## config.mk

```make
export PLATFORM = sky130hd
export DESIGN_NAME = rc4_prga_engine
export DESIGN_NICKNAME = d
export VERILOG_FILES = /design/src/rtl/rc4_pkg.sv /design/src/rtl/rc4_prga_engine.sv
export SDC_FILE = /design/constraint.sdc
export NUM_CORES = 1
export LEC_CHECK = 0
export BUFFER_PORTS_ARGS = -buffer_cell sky130_fd_sc_hd__buf_2
export CORE_MARGIN = 5
export CORE_UTILIZATION = 56
export CTS_CLUSTER_SIZE = 14
export DETAILED_ROUTE_END_ITERATION = 16
export GPL_TIMING_DRIVEN = 1
export PLACE_DENSITY = 0.8
export SYNTH_ARGS = -nofsm -noshare
export SYNTH_HDL_FRONTEND = slang
export SYNTH_SLANG_ARGS = --single-unit
```

## constraint.sdc

```tcl
create_clock -name clk -period 3.76 [get_ports clk]
set_input_delay 0.752 -clock clk [delete_from_list [all_inputs] [get_ports clk]]
set_output_delay 0.752 -clock clk [all_outputs]
set_load 0.05 [all_outputs]
```

## src/rtl/rc4_pkg.sv

```systemverilog
// Shared RC4 definitions used by the KSA, the i-index counter and the PRGA engine.
//   BYTE_W       : datapath width of S-box entries and indices
//   SBOX_DEPTH   : number of S-box entries
//   prga_state_t : PRGA sequencer states, one S-box access per state
package rc4_pkg;

   localparam int unsigned BYTE_W     = 8;
   localparam int unsigned SBOX_DEPTH = 256;
   localparam int unsigned ADDR_W     = $clog2(SBOX_DEPTH);

   typedef enum logic [3:0] {
      PRGA_IDLE  = 4'd0,
      PRGA_ADV   = 4'd1,
      PRGA_RD_SI = 4'd2,
      PRGA_LD_SI = 4'd3,
      PRGA_RD_SJ = 4'd4,
      PRGA_LD_SJ = 4'd5,
      PRGA_WR_I  = 4'd6,
      PRGA_WR_J  = 4'd7,
      PRGA_RD_K  = 4'd8,
      PRGA_LD_K  = 4'd9,
      PRGA_XFER  = 4'd10,
      PRGA_HOLD  = 4'd11,
      PRGA_DONE  = 4'd12
   } prga_state_t;

endpackage

```

## src/rtl/rc4_prga_engine.sv

```systemverilog
// RC4 PRGA stage: per message byte advances the external i counter, updates j,
// swaps S[i]/S[j] in the external S-box SRAM, reads K = S[S[i]+S[j]] and emits
// plain = cipher ^ K over a valid/ready pair.
// Ports:
//   clk, n_rst                 clock (rising edge), async active-low reset
//   start, msg_len             message request, length latched on accepted start
//   busy, done                 engine activity, one-cycle completion pulse
//   i_val, i_advance, i_clear  external i-index counter interface
//   sbox_addr/we/wdata/rdata   S-box SRAM port (synchronous read, 1-cycle latency)
//   cipher_valid/data/ready    ciphertext input stream
//   plain_valid/data/ready     plaintext output stream
module rc4_prga_engine
   import rc4_pkg::*;
#(
   parameter int unsigned LEN_W = 16
) (
   input  logic              clk,
   input  logic              n_rst,
   input  logic              start,
   input  logic [LEN_W-1:0]  msg_len,
   output logic              busy,
   output logic              done,
   input  logic [BYTE_W-1:0] i_val,
   output logic              i_advance,
   output logic              i_clear,
   output logic [ADDR_W-1:0] sbox_addr,
   output logic              sbox_we,
   output logic [BYTE_W-1:0] sbox_wdata,
   input  logic [BYTE_W-1:0] sbox_rdata,
   input  logic              cipher_valid,
   input  logic [BYTE_W-1:0] cipher_data,
   output logic              cipher_ready,
   output logic              plain_valid,
   output logic [BYTE_W-1:0] plain_data,
   input  logic              plain_ready
);

   prga_state_t       state_q;
   logic [BYTE_W-1:0] j_q, si_q, sj_q, k_q;
   logic [LEN_W-1:0]  rem_q;

   logic              busy_q, done_q, i_advance_q, sbox_we_q, cipher_ready_q, plain_valid_q;
   logic [ADDR_W-1:0] addr_q;
   logic              addr_sel_i_q;
   logic [BYTE_W-1:0] sbox_wdata_q, plain_data_q;

   // Sequencer: every output register is loaded with the value for the state being entered.
   always_ff @(posedge clk or negedge n_rst) begin
      if (!n_rst) begin
         state_q        <= PRGA_IDLE;
         j_q            <= '0;
         si_q           <= '0;
         sj_q           <= '0;
         k_q            <= '0;
         rem_q          <= '0;
         busy_q         <= 1'b0;
         done_q         <= 1'b0;
         i_advance_q    <= 1'b0;
         sbox_we_q      <= 1'b0;
         sbox_wdata_q   <= '0;
         addr_q         <= '0;
         addr_sel_i_q   <= 1'b0;
         cipher_ready_q <= 1'b0;
         plain_valid_q  <= 1'b0;
         plain_data_q   <= '0;
      end else begin
         done_q         <= 1'b0;
         i_advance_q    <= 1'b0;
         sbox_we_q      <= 1'b0;
         sbox_wdata_q   <= '0;
         addr_q         <= '0;
         addr_sel_i_q   <= 1'b0;
         cipher_ready_q <= 1'b0;

         case (state_q)
            PRGA_IDLE: begin
               if (start) begin
                  rem_q  <= msg_len;
                  j_q    <= '0;
                  busy_q <= 1'b1;
                  if (msg_len == '0) begin
                     state_q <= PRGA_DONE;
                     done_q  <= 1'b1;
                  end else begin
                     state_q     <= PRGA_ADV;
                     i_advance_q <= 1'b1;
                  end
               end
            end
            PRGA_ADV: begin
               // i_val is the advanced index once RD_SI is reached
               state_q      <= PRGA_RD_SI;
               addr_sel_i_q <= 1'b1;
            end
            PRGA_RD_SI: state_q <= PRGA_LD_SI;
            PRGA_LD_SI: begin
               si_q    <= sbox_rdata;
               j_q     <= j_q + sbox_rdata;
               addr_q  <= j_q + sbox_rdata;
               state_q <= PRGA_RD_SJ;
            end
            PRGA_RD_SJ: state_q <= PRGA_LD_SJ;
            PRGA_LD_SJ: begin
               sj_q         <= sbox_rdata;
               addr_sel_i_q <= 1'b1;
               sbox_we_q    <= 1'b1;
               sbox_wdata_q <= sbox_rdata;
               state_q      <= PRGA_WR_I;
            end
            PRGA_WR_I: begin
               addr_q       <= j_q;
               sbox_we_q    <= 1'b1;
               sbox_wdata_q <= si_q;
               state_q      <= PRGA_WR_J;
            end
            PRGA_WR_J: begin
               addr_q  <= si_q + sj_q;
               state_q <= PRGA_RD_K;
            end
            PRGA_RD_K: state_q <= PRGA_LD_K;
            PRGA_LD_K: begin
               k_q            <= sbox_rdata;
               cipher_ready_q <= 1'b1;
               state_q        <= PRGA_XFER;
            end
            PRGA_XFER: begin
               if (cipher_valid) begin
                  plain_data_q  <= cipher_data ^ k_q;
                  plain_valid_q <= 1'b1;
                  rem_q         <= rem_q - LEN_W'(1);
                  state_q       <= PRGA_HOLD;
               end else begin
                  cipher_ready_q <= 1'b1;
               end
            end
            PRGA_HOLD: begin
               if (plain_ready) begin
                  plain_valid_q <= 1'b0;
                  if (rem_q == '0) begin
                     state_q <= PRGA_DONE;
                     done_q  <= 1'b1;
                  end else begin
                     state_q     <= PRGA_ADV;
                     i_advance_q <= 1'b1;
                  end
               end
            end
            PRGA_DONE: begin
               busy_q  <= 1'b0;
               state_q <= PRGA_IDLE;
            end
            default: begin
               busy_q  <= 1'b0;
               state_q <= PRGA_IDLE;
            end
         endcase
      end
   end

   // Counter clear must land on the start edge so the first ADV yields i=1.
   assign i_clear = (state_q == PRGA_IDLE) && start;

   // Index-addressed accesses take the live counter value through a registered select.
   assign sbox_addr = addr_sel_i_q ? i_val : addr_q;

   assign busy         = busy_q;
   assign done         = done_q;
   assign i_advance    = i_advance_q;
   assign sbox_we      = sbox_we_q;
   assign sbox_wdata   = sbox_wdata_q;
   assign cipher_ready = cipher_ready_q;
   assign plain_valid  = plain_valid_q;
   assign plain_data   = plain_data_q;

endmodule

```

==> results.yml <==
run_status:
  outcome: "finished, final reports clean"
run:
  max-cap-violations: 0
layout:
  mostFrequentLayoutCells: "sky130_fd_sc_hd__dfrtp_1 (83), sky130_fd_sc_hd__buf_2 (74), sky130_fd_sc_hd__nand2_1 (62)"
  insertedDiodeCount: 0
  layout.cells.most_common: "sky130_fd_sc_hd__dfrtp_1"
  fill_cells: 641
  instances_no_fill: 616
  syn2layout_area_growth_pct: 14.1
  final_net_count: 576
  drive_above_1_share: 0.237
yosys:
  ys_types: 53
  synth_area_per_cell_sq_um: 9.90
  synth_seq_area_share: 0.473
  synth.net_count: 509
  synth-warning-count: 0
  syn-cell-area_sq_um: 4390
  synth-async-reset-ratio: 1.00
  number_of_storage_elements_in_the_synthesis_netlist: 83
  postSynth.topFlopCell: "sky130_fd_sc_hd__dfrtp_1"
  synth-edff-count: 0
  synthCells: 443
worst_setup_path:
  worst_setup_path_category: "flip-flop to output pin"
  worstReg2RegStart: "rem_q[0]"
  cp_max_fo: 8
  worst_r2r_endpoint: "state_q[2]"
  cp-end-kind: "output pin"
  r2r_cells: 8
  crit_required_ns: 3.01
  slack_of_the_worst_reg_to_reg_path_ns: 0.84
  cp_data_arrival_time_ns: 2.21
  timing.critical_path.from_type: "flip-flop"
grt:
  antenna_violations_before_repair: 0
  grt_first_pass_wirelength_microns: 17400
  grt_start_max_net_pins: 84
  first_global_vias: 3642
  gr-total-overflow: 0
  track_usage: 0.220
power_and_ir_drop:
  share_seq_of_total_power: 0.368
  p_leak_uw: 0.00239
  clock_power_share: 0.146
  pwr-share-comb: 0.486
  power.ir.vdd_worst_v: 0.000418
  swShare: 0.452
  intPower_uw: 2350
  power_per_cell_area_nw_per_um2: 858
  net-switching-power_uw: 1940
clock_tree:
  ctsLongestPathBuffers: 2
  clkTransAtPathRegs_ns: 0.09
  cts.hold.buffers_added: 0
  post_cts_setup_bufs: 0
  clk_root_buffer_cell: "sky130_fd_sc_hd__clkbuf_8"
  postCtsResizedCells: 0
  cts-buffers-inserted: 9
  htree_num_levels: 3
  clkSinkCount: 83
  worst_skew_pair.late_latency_ns: 0.35
  tritoncts_clock_tree: "yes"
sta:
  maxSlewViolCount: 0
  skew_ns: 0.0112
  worst_slew_margin_rel: 0.313
  period_utilization_post_route: 0.787
  finalCriticalPeriod_ns: 2.96
  timing.fmax_ghz: 0.338
  worst-slew-pin-transition_ns: 1.03
  setup_tns_ns: 0
  grt_setup_unrepaired: "no"
  setup_violations: 0
  finalHoldViolCount: 0
floorplan:
  initial_util: 0.571
  die-height_microns: 98.5
  die_area_sq_um: 9700
  rows: 32
  design.core.area_sq_um: 7690
  die_x_microns: 98.5
  design.portCount: 76
drt:
  route.antenna.remaining_nets: 0
  post_drt_wl_per_cell_microns: 17.0
  vias_per_cell: 5.99
  drt_iter0_markers: 209
  routed_wirelength_microns: 10500
  vias: 3692
  drt-pass1-iter-count: 5
  post-route-drc-count: 0
min_path:
  hold_path_end: "plain_valid"
  timing.hold.worst.class: "flip-flop to flip-flop"
  worstHoldStart: "plain_valid"
  hold_path_depth: 2
place:
  port_buffers: 75
  place.detailed.hpwl_microns: 7540
  finalWeightedCongestion: 0.916
  placedCellCount: 601
-- critical path: stages, from the launching register on --
cell and delay (ns):
sky130_fd_sc_hd__dfrtp_1 0.44, sky130_fd_sc_hd__inv_1 0.10, sky130_fd_sc_hd__ha_1 0.30, sky130_fd_sc_hd__nor3b_1 0.36, sky130_fd_sc_hd__nand2_1 0.21, sky130_fd_sc_hd__inv_1 0.17
sky130_fd_sc_hd__buf_2 0.29
-- kinds of logic after synthesis --
kind of cell / share of synthesized area
fa+ha+maj: 0.0633
simple gates: 0.143
xor+xnor: 0.0359
buf+inv: 0.0317
flops: 0.473
compound gates: 0.192
mux: 0.0613
-- sequential cells by signal, summed over array words and instances, names as in the netlist, 4 cells and up --
name	count
sj_q	8
sbox_wdata	8
j_q	8
addr_q	8
plain_data	8
state_q	4
si_q	8
k_q	8
rem_q	16
-- cell usage after synthesis (all sizes together), types with 3 or more instances --
library cell / number / share of area
nor2: 14 / 0.012
clkbuf: 19 / 0.016
o21ai: 43 / 0.049
nand2: 62 / 0.053
a211oi: 7 / 0.012
nor2b: 3 / 0.0043
nor3: 11 / 0.013
xor2: 4 / 0.0080
nor4: 7 / 0.011
o32ai: 3 / 0.0060
ha: 19 / 0.054
a21o: 8 / 0.014
inv: 15 / 0.013
a21oi: 32 / 0.037
xnor2: 14 / 0.028
nand4: 3 / 0.0043
mux2: 23 / 0.059
o21bai: 3 / 0.0051
dfrtp: 83 / 0.47
o22ai: 6 / 0.0086
a22o: 11 / 0.022
o211ai: 3 / 0.0051
nand2b: 3 / 0.0043
and2: 3 / 0.0043
or3: 3 / 0.0046
nand3: 7 / 0.0080
or4: 5 / 0.011
a22oi: 3 / 0.0051
-- stage by stage --
step | total power, uW | setup WS [ns] | hold WS [ns] | cell area [sq um] | utilization
6_report | 4300 | 0.799 | 0.477 | 5010 | 0.651
5_1_grt | 4600 | 0.666 | 0.505 | 5010 | 0.651
4_1_cts | 4300 | 0.818 | 0.479 | 5010 | 0.651
3_5_place_dp | 3660 | 0.862 | 0.458 | 4820 | 0.628
3_3_place_gp | 3570 | 0.957 | 0.456 | 4820 | 0.628
2_1_floorplan | 3160 | 1.03 | 0.441 | 4390 | -
-- power by group through the flow --
stage | Combinational, uW | Sequential, uW | Clock [uW]
global route | 2290 | 1630 | 677
CTS | 2090 | 1580 | 639
detailed placement | 2070 | 1590 | 0
floorplan | 1400 | 1760 | 0
finish | 2090 | 1580 | 629
global placement | 2000 | 1570 | 0
-- metal layers --
metal,track usage,share of wire
met1,0.309,0.44
met2,0.346,0.47
met3,0.0389,0.074
met4,0.0798,0.017
met5,0,0
-- worst max path at each step --
stage                             to        from  slack [ns]
final                        i_clear  state_q[2]        0.80
after global routing         i_clear  state_q[2]        0.67
after CTS                    i_clear  state_q[2]        0.82
after detailed placement  state_q[2]    rem_q[0]        0.86
after global placement    state_q[0]    rem_q[0]        0.96
after floorplan           state_q[0]    rem_q[0]        1.03
-- area by class of cell --
class / instances / area [sq um] / share of cell area
well taps: 102 / 128 / 0.0255
clock buffers: 11 / 131 / 0.0262
repair buffers: 77 / 393 / 0.0785
inverters: 15 / 56.3 / 0.0112
flip-flops and latches: 83 / 2080 / 0.415
multi-input cells: 324 / 2170 / 0.434
clock inverters: 4 / 51.3 / 0.0102
Power figures use the tool's default switching activity.
